==> config.mk <==
export PLATFORM = sky130hd
export DESIGN_NAME = kbd_host_tx
export DESIGN_NICKNAME = d
export VERILOG_FILES = /design/src/rtl/kbd_pkg.sv /design/src/rtl/ps2_edge_sync.sv /design/src/rtl/kbd_host_tx.sv
export SDC_FILE = /design/constraint.sdc
export NUM_CORES = 1
export LEC_CHECK = 0
export ABC_CLOCK_PERIOD_IN_PS = 2270
export BUFFER_PORTS_ARGS = -buffer_cell sky130_fd_sc_hd__buf_2
export CORE_UTILIZATION = 45
export CTS_CLUSTER_SIZE = 16
export DETAILED_ROUTE_END_ITERATION = 10
export SYNTH_ARGS = -nofsm -noshare
export SYNTH_HDL_FRONTEND = slang
export SYNTH_SLANG_ARGS = --single-unit
export TNS_END_PERCENT = 30
==> constraint.sdc <==
create_clock -name clk -period 2.27 [get_ports clk]
set_input_delay 0.3405 -clock clk [delete_from_list [all_inputs] [get_ports clk]]
set_output_delay 0.3405 -clock clk [all_outputs]
set_load 0.02 [all_outputs]
==> src/rtl/kbd_pkg.sv <==
// Shared types and helpers for the PS/2 host-to-device transmitter.
package kbd_pkg;

  localparam int PS2_FRAME_BITS = 10;

  typedef enum logic [2:0] {
    ST_IDLE      = 3'd0,
    ST_INHIBIT   = 3'd1,
    ST_START     = 3'd2,
    ST_SHIFT     = 3'd3,
    ST_ACK       = 3'd4,
    ST_WAIT_IDLE = 3'd5
  } tx_state_e;

  function automatic logic odd_parity(input logic [7:0] data);
    return ~^data;
  endfunction

endpackage

==> src/rtl/ps2_edge_sync.sv <==
// Synchronises the raw PS/2 clock and data lines and flags ps2clk falling edges
// using an 8-sample history (four high samples followed by four low samples).
module ps2_edge_sync (
  input  logic clk,
  input  logic reset,
  input  logic ps2clk,
  input  logic ps2data,
  output logic clk_sync,
  output logic data_sync,
  output logic clk_fall
);

  logic [1:0] clk_meta_q, clk_meta_d;
  logic [1:0] data_meta_q, data_meta_d;
  logic [7:0] sample_q, sample_d;

  always_comb begin
    clk_meta_d  = {clk_meta_q[0], ps2clk};
    data_meta_d = {data_meta_q[0], ps2data};
    sample_d    = {sample_q[6:0], clk_meta_q[1]};
  end

  // Idle PS/2 lines are high, so everything resets to ones.
  always_ff @(posedge clk) begin
    if (reset) begin
      clk_meta_q  <= 2'b11;
      data_meta_q <= 2'b11;
      sample_q    <= 8'hFF;
    end else begin
      clk_meta_q  <= clk_meta_d;
      data_meta_q <= data_meta_d;
      sample_q    <= sample_d;
    end
  end

  assign clk_sync  = clk_meta_q[1];
  assign data_sync = data_meta_q[1];
  assign clk_fall  = (sample_q[7:4] == 4'hF) && (sample_q[3:0] == 4'h0);

endmodule

==> src/rtl/kbd_host_tx.sv <==
// PS/2 host-to-device command transmitter (inhibit, start, 10 frame bits, ACK, idle).
// Define KBD_TX_ACK_CHECK_EN to turn a device NACK into an error pulse.
module kbd_host_tx #(
  parameter int INHIBIT_CYCLES = 5000,
  parameter int TIMEOUT_CYCLES = 750000
) (
  input  logic       clk,
  input  logic       reset,
  input  logic       ps2clk,
  input  logic       ps2data,
  output logic       ps2clk_oe,
  output logic       ps2data_oe,
  input  logic [7:0] cmd,
  input  logic       send,
  output logic       busy,
  output logic       done,
  output logic       error
);
  import kbd_pkg::*;

  localparam int INH_W    = $clog2(INHIBIT_CYCLES + 1);
  localparam int TO_W     = $clog2(TIMEOUT_CYCLES + 1);
  localparam int BIT_W    = $clog2(PS2_FRAME_BITS + 1);
  localparam int INH_PRE_I = (INHIBIT_CYCLES >= 2) ? INHIBIT_CYCLES - 2 : 0;

  localparam logic [INH_W-1:0] INH_LAST = INH_W'(INHIBIT_CYCLES - 1);
  localparam logic [INH_W-1:0] INH_PRE  = INH_W'(INH_PRE_I);
  localparam logic [TO_W-1:0]  TO_LAST  = TO_W'(TIMEOUT_CYCLES - 1);
  localparam logic [BIT_W-1:0] BIT_LAST = BIT_W'(PS2_FRAME_BITS - 1);

  logic clk_sync, data_sync, clk_fall;

  ps2_edge_sync u_sync (
    .clk      (clk),
    .reset    (reset),
    .ps2clk   (ps2clk),
    .ps2data  (ps2data),
    .clk_sync (clk_sync),
    .data_sync(data_sync),
    .clk_fall (clk_fall)
  );

  tx_state_e                 state_q, state_d;
  logic [PS2_FRAME_BITS-1:0] frame_q, frame_d;
  logic [INH_W-1:0]          inh_cnt_q, inh_cnt_d;
  logic [TO_W-1:0]           to_cnt_q, to_cnt_d;
  logic [BIT_W-1:0]          bit_cnt_q, bit_cnt_d;
  logic clk_oe_q, clk_oe_d, data_oe_q, data_oe_d;
  logic busy_q, busy_d, done_q, done_d, error_q, error_d;

  always_comb begin
    state_d   = state_q;
    frame_d   = frame_q;
    inh_cnt_d = inh_cnt_q;
    to_cnt_d  = to_cnt_q;
    bit_cnt_d = bit_cnt_q;
    clk_oe_d  = 1'b0;
    data_oe_d = 1'b0;
    busy_d    = busy_q;
    done_d    = 1'b0;
    error_d   = 1'b0;
    case (state_q)
      ST_IDLE: begin
        if (send) begin
          frame_d   = {1'b1, odd_parity(cmd), cmd};
          inh_cnt_d = '0;
          to_cnt_d  = '0;
          busy_d    = 1'b1;
          clk_oe_d  = 1'b1;
          data_oe_d = (INHIBIT_CYCLES <= 1);
          state_d   = ST_INHIBIT;
        end else begin
          busy_d = 1'b0;
        end
      end
      ST_INHIBIT: begin
        // Data is pulled low one cycle before the clock is released.
        clk_oe_d  = 1'b1;
        data_oe_d = (inh_cnt_q >= INH_PRE);
        if (inh_cnt_q >= INH_LAST) begin
          clk_oe_d  = 1'b0;
          data_oe_d = 1'b1;
          state_d   = ST_START;
        end else begin
          inh_cnt_d = inh_cnt_q + INH_W'(1);
        end
      end
      ST_START: begin
        data_oe_d = 1'b1;
        bit_cnt_d = '0;
        to_cnt_d  = '0;
        state_d   = ST_SHIFT;
      end
      ST_SHIFT: begin
        if (clk_fall) begin
          data_oe_d = ~frame_q[0];
          frame_d   = {1'b0, frame_q[PS2_FRAME_BITS-1:1]};
          bit_cnt_d = bit_cnt_q + BIT_W'(1);
          to_cnt_d  = '0;
          if (bit_cnt_q >= BIT_LAST) begin
            state_d = ST_ACK;
          end else begin
            state_d = ST_SHIFT;
          end
        end else if (to_cnt_q >= TO_LAST) begin
          error_d = 1'b1;
          busy_d  = 1'b0;
          state_d = ST_IDLE;
        end else begin
          data_oe_d = data_oe_q;
          to_cnt_d  = to_cnt_q + TO_W'(1);
        end
      end
      ST_ACK: begin
        if (clk_fall) begin
`ifdef KBD_TX_ACK_CHECK_EN
          if (data_sync) begin
            error_d = 1'b1;
            busy_d  = 1'b0;
            state_d = ST_IDLE;
          end else begin
            to_cnt_d = '0;
            state_d  = ST_WAIT_IDLE;
          end
`else
          to_cnt_d = '0;
          state_d  = ST_WAIT_IDLE;
`endif
        end else if (to_cnt_q >= TO_LAST) begin
          error_d = 1'b1;
          busy_d  = 1'b0;
          state_d = ST_IDLE;
        end else begin
          to_cnt_d = to_cnt_q + TO_W'(1);
        end
      end
      ST_WAIT_IDLE: begin
        if (clk_sync && data_sync) begin
          done_d  = 1'b1;
          busy_d  = 1'b0;
          state_d = ST_IDLE;
        end else if (to_cnt_q >= TO_LAST) begin
          error_d = 1'b1;
          busy_d  = 1'b0;
          state_d = ST_IDLE;
        end else begin
          to_cnt_d = to_cnt_q + TO_W'(1);
        end
      end
      default: begin
        busy_d  = 1'b0;
        state_d = ST_IDLE;
      end
    endcase
  end

  always_ff @(posedge clk) begin
    if (reset) begin
      state_q   <= ST_IDLE;
      frame_q   <= '0;
      inh_cnt_q <= '0;
      to_cnt_q  <= '0;
      bit_cnt_q <= '0;
      clk_oe_q  <= 1'b0;
      data_oe_q <= 1'b0;
      busy_q    <= 1'b0;
      done_q    <= 1'b0;
      error_q   <= 1'b0;
    end else begin
      state_q   <= state_d;
      frame_q   <= frame_d;
      inh_cnt_q <= inh_cnt_d;
      to_cnt_q  <= to_cnt_d;
      bit_cnt_q <= bit_cnt_d;
      clk_oe_q  <= clk_oe_d;
      data_oe_q <= data_oe_d;
      busy_q    <= busy_d;
      done_q    <= done_d;
      error_q   <= error_d;
    end
  end

  assign ps2clk_oe  = clk_oe_q;
  assign ps2data_oe = data_oe_q;
  assign busy       = busy_q;
  assign done       = done_q;
  assign error      = error_q;

endmodule

# Word-level counts from Yosys, hierarchy flattened
# Index checks and enable logic that the tools add are counted.
[word_totals]
regBits = 67
in_bits = 13
output_inout_bits = 5
elab_cells = 91
[op_classes]
addsub = 3
n_lt_le_gt_ge = 4
n_eq_ne = 13
n_mux = 37
bitwise = 3
n_reduce_logical = 18
[op_table]
columns = ["cell", "count"]
rows = [
  ["$mux 20", 4],
  ["$pmux 20 s4", 1],
  ["$ge 13x13->1 const B", 2],
  ["$mux 13", 2],
  ["$pmux 13 s2", 1],
  ["$mux 3", 7],
  ["$add 20x1->20 const B", 1],
  ["$ge 20x20->1 const B", 1],
  ["$mux 10", 2],
  ["$pmux 10 s2", 1],
  ["$pmux 3 s6", 1],
  ["$add 13x1->13 const B", 1],
  ["$mux 1", 12],
  ["$ne 2x2->1 const B", 6],
  ["$reduce_and 3->1", 3],
  ["$pmux 4 s2", 1],
  ["$reduce_xnor 8->1", 1],
  ["$eq 3x2->1 const B", 2],
  ["$eq 3x3->1 const B", 2],
  ["$reduce_and 2->1", 3],
  ["$reduce_bool 2->1", 3],
  ["$reduce_or 2->1", 3],
  ["$add 4x1->4 const B", 1],
  ["$eq 4x4->1 const B", 1],
  ["other kinds (12)", 16],
]

# Logic depth before layout (Yosys ltp)
# Gate-level depths: netlist of the first run.
[depth]
depth_word = 4
ltp_mapped = 8
depth_no_buf = 8

# By module
# A second synthesis of the first run with hierarchy kept.
[unflattened]
hier_cells = 418
hier_area_um2 = 3424.5
[by_module_without_submodules]
columns = ["module", "n_inst", "cells_each", "area_per_inst_um2", "seq_area_each_um2"]
rows = [
  ["kbd_host_tx", 1, 390, 3070.4, 1101.1],
  ["ps2_edge_sync", 1, 28, 354.1, 240.2],
]

# Least setup slack after synthesis of the first run
# OpenSTA, ideal clock, no wires.
[synth_path]
path_kind = "flip-flop to flip-flop"
from = "register inh_cnt_q[3]"
to = "register inh_cnt_q[7]"
setup_time_ns = 0.070
arrival_ns = 1.920
required_time_ns = 2.200
slack_ns = 0.279
path_stages_with_launch = 9
path_buffers = 2
synth_period_minus_slack_ns = 1.991
cell_sequence = "dfxtp_1 -> buf_6 -> nor4_4 -> o21ai_2 -> a2111oi_4 -> nor2_2 -> buf_6 -> or3_1 -> a21oi_1"
[synth_between]
elab_chain_cells = 3
word_cells_on_any_way = 6
classes_between = "add/sub: 1; order compare: 1; eq/ne: 1; mux: 2; reduce/logical: 1"
[synth_lines]
columns = ["item", "line_no", "text"]
rows = [
  ["start, declared", "kbd_host_tx.sv:45", "logic [INH_W-1:0] inh_cnt_q, inh_cnt_d;"],
  ["start signal, assigned", "kbd_host_tx.sv:172", "inh_cnt_q <= inh_cnt_d;"],
  ["$add 13x1->13 or $ge 13x13->1 (tied branches)", "kbd_host_tx.sv:85, kbd_host_tx.sv:80", ""],
  ["$mux 13 or $ne 2x2->1 (tied branches)", "n/a", ""],
  ["$pmux 13 s2 or $reduce_and 3->1 (tied branches)", "n/a", ""],
]
# Parallel ways exist; a longest one is shown, timed or not. The select of a mux whose other input is x is not followed.
# A chain may end at the register's enable or synchronous reset.

# Worst setup path after layout of the first run
[layout_path]
from = "register inh_cnt_q[0]"
to = "register inh_cnt_q[8]"
# Same word-level chain as after synthesis.

==> metrics, run 1 <==
drc violations 0; grt ovf 0; drt via density 5.52; total track usage 0.200; HPWL after DPL 4910 um; worst r2r path cells 7; CTS sink count 67; Peak VDD IR 0.463 mV; sequential area share after synthesis 0.410; final slew viol count 0; Synth async-reset ratio 0; worst stage delay on the critical path 0.46 ns; Critical Path Sink Type register; Place WS 0.0919 ns; CP Launch Type register; Distinct cells, synth 55; ANT nets after route 0; # port buffers 17; Post-Syn Area 3270 um2; syn nets 410; Initial Util 0.474; Max Cap Viol 0; Pre-antenna DRT Iters 4; Hold Path Depth 2; CTS clk-pin slew, worst paths 0.07 ns; setup_tns 0 ns; Worst Hold End u_sync.data_meta_q[0]$_SDFF_PP1_; routed vias 2,860; Data arrival, critical path 2.42 ns; worst setup margin 0.123 ns; Hold WC Path Type in2reg; Die ar. 7610 um2; latest clock arrival within the worst-skew pair 0.35 ns; die height 87.3 um; hold_ws 0.174 ns; initial antenna violation count 0; first-pass GRT wire length 11,900 um; vias in the first global route 2,621; Layout area overhead 13.2%; Placement Cell Area 3490 um2; core area 6910 um2; max_slew headroom 0.625; row count 30; Crit Path Category reg2reg; # diodes 0; CP cell instances ha_1 -> a21oi_2 -> o21ai_2 -> a2111oi_4 -> o21ai_1 -> or3_1 -> a21oi_1; post-route cell area 3700 um2; reg2reg setup slack 0.12 ns; DR WL/cell 13.5 um; DRT iter0 DRCs 115; clk_skew 0.00853 ns; fraction of layout cells with a size suffix above 1 0.168; Avg Cell Area, Syn 8.36 um2; pwr/cell area 881 nW/um2; largest net degree at the start of global routing 25; RSZ-0062 raised after global routing no; # setup viols final 0; Area contributors post-synth dfxtp_1 41%, nor2_1 5.5%, nand2_1 4.6%; crit path max fanout 6; nets 436; worst-margin pin slew 0.556 ns; num ports 18; Die W 87.3 um; reg2reg end inh_cnt_q[8]$_SDFFE_PP0P_; YS warnings 0; hold_sp ps2data; status finished, final reports clean; Design Power 3.26 mW; Post-synth EDFFs 0; FF+latch count, synth 67; Num CTS Buffers 9; main flop type after synthesis dfxtp_1; Achievable Freq 466 MHz; Critical Path RT 2.54 ns; Mapped Cells 391; FILL cells 692; Final period util 0.946; final hold vios 0; Root Driver clkbuf_8; FF-to-FF Start inh_cnt_q[0]$_SDFFE_PP0P_; largest area contributor in the netlist dfxtp_1; drt total wl 6980 um; CP max stage cell a2111oi_4; H-tree levels 3; post-synth top area share 0.410; Clock Path Buffers 2; GPL Wtd Cong 0.804; leakage 1.41 nW; crit path time final 2.15 ns; CTS tree built
==> area by class of cell <==
class / count / area [um2] / share of cell area
Tap cell: 96 / 120 / 0.0324
Sequential cell: 67 / 1340 / 0.362
Clock buffer: 11 / 141 / 0.0382
Clock inverter: 5 / 52.6 / 0.0142
Timing Repair Buffer: 32 / 198 / 0.0534
Multi-Input combinational cell: 299 / 1820 / 0.492
Inverter: 8 / 30.0 / 0.00811
==> logic make-up after synthesis <==
logic type,after synthesis,share of synthesized area
simple gates,178,0.274
flops,67,0.410
buf+inv,25,0.0360
fa+ha+maj,6,0.0230
compound gates,92,0.195
mux,1,0.00306
xor+xnor,22,0.0589
==> what timing repair did <==
item,CTS,global route
endpoints found under the hold margin,0,0
setup buffers,0,1
endpoints found under the setup margin,0,6
resized for setup,0,2
hold buffers,0,0
==> Yosys cell counts (8+ instances only) <==
cell and instances:
dfxtp_1 67, nor2_1 48, nand2_1 40, a21oi_1 29
nand4_1 16, o21ai_0 16, nand3_1 14, or2_2 13
xor2_1 12, and3_1 11, clkbuf_1 10, xnor2_1 10
a311oi_1 9, inv_1 8
==> routing by layer <==
layer	wire length [um]	GRT usage
met4	147	0.0760
met1	3470	0.261
met3	199	0.0607
met2	3160	0.312
met5	0	0
==> report_power, final <==
part           internal [mW]  switching [mW]
logic                  0.337           0.564
clock network          0.531           0.446
registers               1.29          0.0956
total                   2.16            1.11
==> placed cells by master (no fill, tap or decap), types with 13 or more instances in the layout <==
cell,n
dfxtp_1,67
nand3_1,14
buf_2,17
nand4_1,16
o21ai_0,16
a21oi_1,28
nor2_1,48
buf_4,15
nand2_1,40
or2_2,13
==> registers in the layout, indices dropped and copies added, names as in the netlist <==
| signal | count |
|---|---|
| ps2data_oe | 1 |
| state_q | 3 |
| u_sync.clk_meta_q | 2 |
| done | 1 |
| u_sync.sample_q | 8 |
| u_sync.data_meta_q | 2 |
| busy | 1 |
| bit_cnt_q | 4 |
| to_cnt_q | 20 |
| ps2clk_oe | 1 |
| inh_cnt_q | 13 |
| error | 1 |
| frame_q | 10 |
==> how the worst max path moves through the flow <==
stage | slack, ns | startpoint | endpoint | depth (start not counted)
4_1_cts | 0.06 | inh_cnt_q[0]$_SDFFE_PP0P_ | inh_cnt_q[10]$_SDFFE_PP0P_ | 7
6_report | 0.12 | inh_cnt_q[0]$_SDFFE_PP0P_ | inh_cnt_q[8]$_SDFFE_PP0P_ | 7
3_5_place_dp | 0.09 | inh_cnt_q[0]$_SDFFE_PP0P_ | inh_cnt_q[9]$_SDFFE_PP0P_ | 7
3_3_place_gp | 0.13 | inh_cnt_q[0]$_SDFFE_PP0P_ | inh_cnt_q[9]$_SDFFE_PP0P_ | 7
5_1_grt | 0.004 | inh_cnt_q[0]$_SDFFE_PP0P_ | inh_cnt_q[8]$_SDFFE_PP0P_ | 7
2_1_floorplan | 0.28 | inh_cnt_q[3]$_SDFFE_PP0P_ | inh_cnt_q[7]$_SDFFE_PP0P_ | 8
==> stage by stage <==
| step | std cells | utilization |
|---|---|---|
| floorplan | 391 | - |
| global placement | 501 | 0.506 |
| detailed placement | 501 | 0.506 |
| global route | 518 | 0.536 |
| finish | 518 | 0.536 |
| CTS | 517 | 0.534 |
==> critical path: cells and delay by family, from the launching register on <==
kind,cells,cell delay (ns)
DFF,1,0.36
and+or+nand+nor,1,0.38
adders and majority gates,1,0.27
AOI/OAI and AO/OA,5,1.06
Note: power is estimated with default switching activity, not from simulation.
==> run 2, diff against run 1 <==
--- a/config.mk
+++ b/config.mk
@@ -10,6 +10,7 @@
 export CORE_UTILIZATION = 45
 export CTS_CLUSTER_SIZE = 16
 export DETAILED_ROUTE_END_ITERATION = 10
+export RECOVER_POWER = 50
 export SYNTH_ARGS = -nofsm -noshare
 export SYNTH_HDL_FRONTEND = slang
 export SYNTH_SLANG_ARGS = --single-unit
==> run 2 against run 1 <==
- via count grew 0.63%
- highest routed layer unchanged
- cell count is the same
- register-to-register slack is essentially flat
- fmax is essentially flat
- sequential power is essentially flat
- largest cell class unchanged
- critical path depth is the same
- cell area shrank 0.51%
- utilization shrank 0.27 points
- worst setup slack lost 0.0019 ns
- largest power group unchanged
==> metrics, run 2 (synthesized netlist as in run 1, its figures left out) <==
status finished, final reports clean (unchanged); drt via density 5.56 (was 5.52); CP cell instances ha_1 -> a21oi_2 -> o21ai_2 -> a2111oi_4 -> o21ai_1 -> or3_1 -> a21oi_1 (unchanged); GPL Wtd Cong 0.804 (unchanged); # diodes 0 (unchanged); total track usage 0.200 (unchanged); Most flops, register to_cnt_q (unchanged); Peak VDD IR 0.461 mV (was 0.463 mV); Die ar. 7610 um2 (unchanged); row count 30 (unchanged); drc violations 0 (unchanged); nets 436 (unchanged); leakage 1.38 nW (was 1.41 nW); Initial Util 0.474 (unchanged); HPWL after DPL 4910 um (unchanged); Data arrival, critical path 2.42 ns (about the same); latest clock arrival within the worst-skew pair 0.35 ns (about the same); crit-path leading delay family compound AO/OA/AOI/OAI gates (unchanged); routed vias 2,878 (was 2,860); Buf/Inv on CP 0 (unchanged); Critical Path Sink Type register (unchanged); Final period util 0.947 (was 0.946); worst stage delay on the critical path 0.46 ns (about the same); max reg flops 20 (unchanged); Clock Path Buffers 2 (unchanged); final hold vios 0 (unchanged); ANT nets after route 0 (unchanged); post-route cell area 3680 um2 (was 3700 um2); max_slew headroom 0.373 (was 0.625); first-pass GRT wire length 11,900 um (unchanged); core area 6910 um2 (unchanged); initial antenna violation count 0 (unchanged); Post-CTS Hold Buffers 0 (unchanged); Placement Cell Area 3490 um2 (unchanged); Hold WC Path Type in2reg (unchanged); CTS tree built (unchanged); # setup viols final 0 (unchanged); drt total wl 6970 um (was 6980 um); Die W 87.3 um (unchanged); final slew viol count 0 (unchanged); clk_skew 0.00865 ns (was 0.00853 ns); DRT iter0 DRCs 129 (was 115); Top Registers to_cnt_q (20), inh_cnt_q (13), frame_q (10) (unchanged); num ports 18 (unchanged); share of the core filled with cells 0.534 (was 0.536); CP max stage cell a2111oi_4 (unchanged); crit path max fanout 6 (unchanged); # port buffers 17 (unchanged); commonest cells after routing, fill and taps aside 67 x dfxtp_1, 48 x nor2_1, 40 x nand2_1, 28 x a21oi_1 (was 67 x dfxtp_1, 48 x nor2_1, 40 x nand2_1, 28 x a21oi_1, 17 x buf_2); commonest non-fill, non-tap cell in the layout dfxtp_1 (unchanged); largest net degree at the start of global routing 25 (unchanged); worst-margin pin slew 0.940 ns (was 0.556 ns); setup_tns 0 ns (unchanged); grt ovf 0 (unchanged); CTS clk-pin slew, worst paths 0.07 ns (about the same); fraction of layout cells with a size suffix above 1 0.147 (was 0.168); die height 87.3 um (unchanged); H-tree levels 3 (unchanged); Critical Path RT 2.54 ns (about the same); Achievable Freq 465 MHz (was 466 MHz); Root Driver clkbuf_8 (unchanged); pwr/cell area 884 nW/um2 (was 881 nW/um2); Layout area overhead 12.7% (was 13.2%); crit path time final 2.15 ns (about the same); Crit Path Category reg2reg (unchanged); Max Cap Viol 0 (unchanged); RSZ-0062 raised after global routing no (unchanged); vias in the first global route 2,621 (unchanged); CP Launch Type register (unchanged); Num CTS Buffers 9 (unchanged); DR WL/cell 13.5 um (about the same); Pre-antenna DRT Iters 4 (unchanged); hold_ws 0.174 ns (about the same); CTS sink count 67 (unchanged)
==> run 2: where the power goes <==
part	leakage, nW	switching, mW	internal [mW]	total [mW]
clock	0.0991	0.445	0.531	0.976
combinational	0.735	0.565	0.330	0.894
sequential	0.545	0.0955	1.29	1.39
==> run 2: final timing paths <==
check,startpoint,endpoint,slack [ns],cells past startpoint
max,inh_cnt_q[0]$_SDFFE_PP0P_,inh_cnt_q[8]$_SDFFE_PP0P_,0.12,7
min,ps2data,u_sync.data_meta_q[0]$_SDFF_PP1_,0.17,2
min reg2reg,u_sync.data_meta_q[0]$_SDFF_PP1_,u_sync.data_meta_q[1]$_SDFF_PP1_,0.42,1
max reg2reg,inh_cnt_q[0]$_SDFFE_PP0P_,inh_cnt_q[8]$_SDFFE_PP0P_,0.12,7
==> run 2: worst register-to-register path, stage by stage, from the launching register on <==
cell       delay, ns
dfxtp_1         0.36
ha_1            0.27
a21oi_2         0.14
o21ai_2         0.08
a2111oi_4       0.46
o21ai_1         0.24
or3_1           0.38
a21oi_1         0.14
==> run 2: per-stage QoR <==
step | setup WS (ns) | std cells | total power, mW
after global placement | 0.129 | 501 | 2.27
after detailed placement | 0.0919 | 501 | 2.27
after floorplan | 0.279 | 391 | 2.07
after global routing | 0.00638 | 518 | 3.45
after CTS | 0.0560 | 517 | 3.26
final | 0.121 | 518 | 3.26
==> run 2: repair_timing <==
item / 4_1_cts / 5_1_grt
buffers inserted: 0 / 1
gates resized for setup: 0 / 2
endpoints found under the setup margin: 0 / 6
==> run 2: metal layers <==
metal | up-vias | GRT usage | wire length (um)
met1 | 1365 | 0.261 | 3440
met4 | 0 | 0.0760 | 147
met5 | - | 0 | 0
li1 | 1458 | - | -
met3 | 12 | 0.0607 | 234
met2 | 43 | 0.312 | 3150
==> run 2: cell type report <==
type                       count  area, um2
timing repair buffer          32        179
clock inverter                 5       52.6
fill                         703       3220
clock buffer                  11        141
tap                           96        120
multi-input combinational    299       1820
inverter                       8       30.0
sequential                    67       1340
==> run 3, diff against run 2 <==
--- a/config.mk
+++ b/config.mk
@@ -10,6 +10,7 @@
 export CORE_UTILIZATION = 45
 export CTS_CLUSTER_SIZE = 16
 export DETAILED_ROUTE_END_ITERATION = 10
+export PLACE_DENSITY = 0.7
 export RECOVER_POWER = 50
 export SYNTH_ARGS = -nofsm -noshare
 export SYNTH_HDL_FRONTEND = slang
==> run 3 against run 2 <==
- cell area shrank 0.68%
- sequential power is essentially flat
- critical path type unchanged
- via count shrank 2.0%
- critical path depth grew 2
- fmax shrank 0.67%
- worst hold slack gained 0.034 ns
- clock power shrank 16%
==> metrics, run 3 (synthesized netlist as in run 1, its figures left out) <==
status finished, final reports clean (unchanged); largest net degree at the start of global routing 25 (unchanged); die height 87.3 um (unchanged); CP max stage cell a2111oi_4 (unchanged); crit path time final 2.16 ns (was 2.15 ns); Hold WC Path Type in2reg (unchanged); pwr/cell area 851 nW/um2 (was 884 nW/um2); GPL Wtd Cong 0.898 (was 0.804); ANT nets after route 0 (unchanged); Most flops, register to_cnt_q (unchanged); Top Registers to_cnt_q (20), inh_cnt_q (13), frame_q (10) (unchanged); Root Driver clkbuf_8 (unchanged); routed vias 2,821 (was 2,878); CP cell instances ha_1 -> a21oi_2 -> o21ai_2 -> a2111oi_4 -> buf_4 -> buf_4 -> nor2_2 -> or2_2 -> a21oi_1 (was ha_1 -> a21oi_2 -> o21ai_2 -> a2111oi_4 -> o21ai_1 -> or3_1 -> a21oi_1); Final period util 0.953 (was 0.947); Clock Path Buffers 2 (unchanged); core area 6910 um2 (unchanged); Layout area overhead 11.9% (was 12.7%); Crit path top cell by count buf_4; Pre-antenna DRT Iters 5 (was 4); H-tree levels 3 (unchanged); fraction of layout cells with a size suffix above 1 0.149 (was 0.147); DR WL/cell 13.0 um (was 13.5 um); Max Cap Viol 0 (unchanged); commonest cells after routing, fill and taps aside 67 x dfxtp_1, 47 x nor2_1, 40 x nand2_1, 28 x a21oi_1, 16 x nand4_1 (was 67 x dfxtp_1, 48 x nor2_1, 40 x nand2_1, 28 x a21oi_1); CTS clk-pin slew, worst paths 0.07 ns (about the same); drc violations 0 (unchanged); Crit Path Category reg2reg (unchanged); worst stage delay on the critical path 0.46 ns (about the same); multi-input logic area 1830 um2 (was 1820 um2); FILL cells 666 (was 703); drt via density 5.44 (was 5.56); final hold vios 0 (unchanged); initial antenna violation count 0 (unchanged); # setup viols final 0 (unchanged); Die ar. 7610 um2 (unchanged); first-pass GRT wire length 11,500 um (was 11,900 um); leakage 1.37 nW (was 1.38 nW); Num CTS Buffers 9 (unchanged); Buf/Inv on CP 2 (was 0); worst-margin pin slew 0.933 ns (was 0.940 ns); Critical Path Sink Type register (unchanged); total track usage 0.192 (was 0.200); num ports 18 (unchanged); # diodes 0 (unchanged); Die W 87.3 um (unchanged); CTS tree built (unchanged); Peak VDD IR 0.470 mV (was 0.461 mV); final slew viol count 0 (unchanged); share of the core filled with cells 0.530 (was 0.534); CTS sink count 67 (unchanged); Data arrival, critical path 2.41 ns (was 2.42 ns); drt total wl 6740 um (was 6970 um); Critical Path RT 2.52 ns (was 2.54 ns); max_slew headroom 0.378 (was 0.373); clk_skew 0.00757 ns (was 0.00865 ns); hold_ws 0.208 ns (was 0.174 ns); CP Launch Type register (unchanged); commonest non-fill, non-tap cell in the layout dfxtp_1 (unchanged); nets 437 (was 436); crit path max fanout 5 (was 6); row count 30 (unchanged); DRT iter0 DRCs 170 (was 129); grt ovf 0 (unchanged); # port buffers 17 (unchanged); latest clock arrival within the worst-skew pair 0.33 ns (was 0.35 ns); Achievable Freq 462 MHz (was 465 MHz); crit-path leading delay family compound AO/OA/AOI/OAI gates (unchanged); FF+latch area 1340 um2 (unchanged); HPWL after DPL 4650 um (was 4910 um); max reg flops 20 (unchanged); Initial Util 0.474 (unchanged); vias in the first global route 2,524 (was 2,621)
## run 3: cell count changes in the layout (fill, tap and decap cells not counted)
cell | previous run | this run
nor2_1 | 48 | 47
buf_4 | 11 | 13
clkbuf_4 | 1 | 0
nor2_2 | 0 | 1
clkbuf_1 | 10 | 12
clkbuf_8 | 10 | 9
o21ai_0 | 16 | 15
o21ai_2 | 1 | 2
clkbuf_2 | 0 | 1
bufinv_16 | 1 | 0
clkinvlp_4 | 1 | 0
## run 3: area by class of cell
type | count | share of cell area
multi-input combinational | 299 | 0.499
sequential | 67 | 0.366
inverter | 8 | 0.00821
clock inverter | 3 | 0.00410
timing repair buffer | 33 | 0.0513
tap | 96 | 0.0328
clock buffer | 13 | 0.0379
## run 3: where the power goes
part / switching (mW) / internal, mW / total (mW)
Clock: 0.422 / 0.393 / 0.815
Sequential: 0.0877 / 1.29 / 1.38
Combinational: 0.575 / 0.346 / 0.921
Total: 1.08 / 2.03 / 3.11
## run 3: worst paths after layout
path	start	end	slack, ns	cells after the start
setup / recovery	inh_cnt_q[0]$_SDFFE_PP0P_	inh_cnt_q[1]$_SDFFE_PP0P_	0.11	9
hold / removal	ps2data	u_sync.data_meta_q[0]$_SDFF_PP1_	0.21	2
setup reg to reg	inh_cnt_q[0]$_SDFFE_PP0P_	inh_cnt_q[1]$_SDFFE_PP0P_	0.11	9
hold reg to reg	u_sync.data_meta_q[0]$_SDFF_PP1_	u_sync.data_meta_q[1]$_SDFF_PP1_	0.41	1
## run 3: through the flow
step           std cells  setup slack (ns)  setup TNS, ns  power (mW)  cell area [um2]
3_5_place_dp         501            0.0556              0        2.26             3490
6_report             519             0.106              0        3.11             3660
2_1_floorplan        391             0.279              0        2.07             3270
4_1_cts              517            0.0247              0        3.10             3650
3_3_place_gp         501             0.157              0        2.25             3490
5_1_grt              519          -0.00279       -0.00279        3.33             3660
## run 3: timing repair
action                     4_1_cts  5_1_grt
setup endpoints to repair        0        8
gates resized for setup          0        5
buffers inserted                 0        2
hold buffers                     0        0
## run 3: layer usage
metal | wire length, um | track usage | part of all wire | vias up
met2 | 2970 | 0.294 | 0.44 | 45
li1 | - | - | - | 1460
met4 | 57 | 0.0537 | 0.0085 | 0
met5 | 0 | 0 | 0 | -
met3 | 277 | 0.0616 | 0.041 | 7
met1 | 3430 | 0.260 | 0.51 | 1309
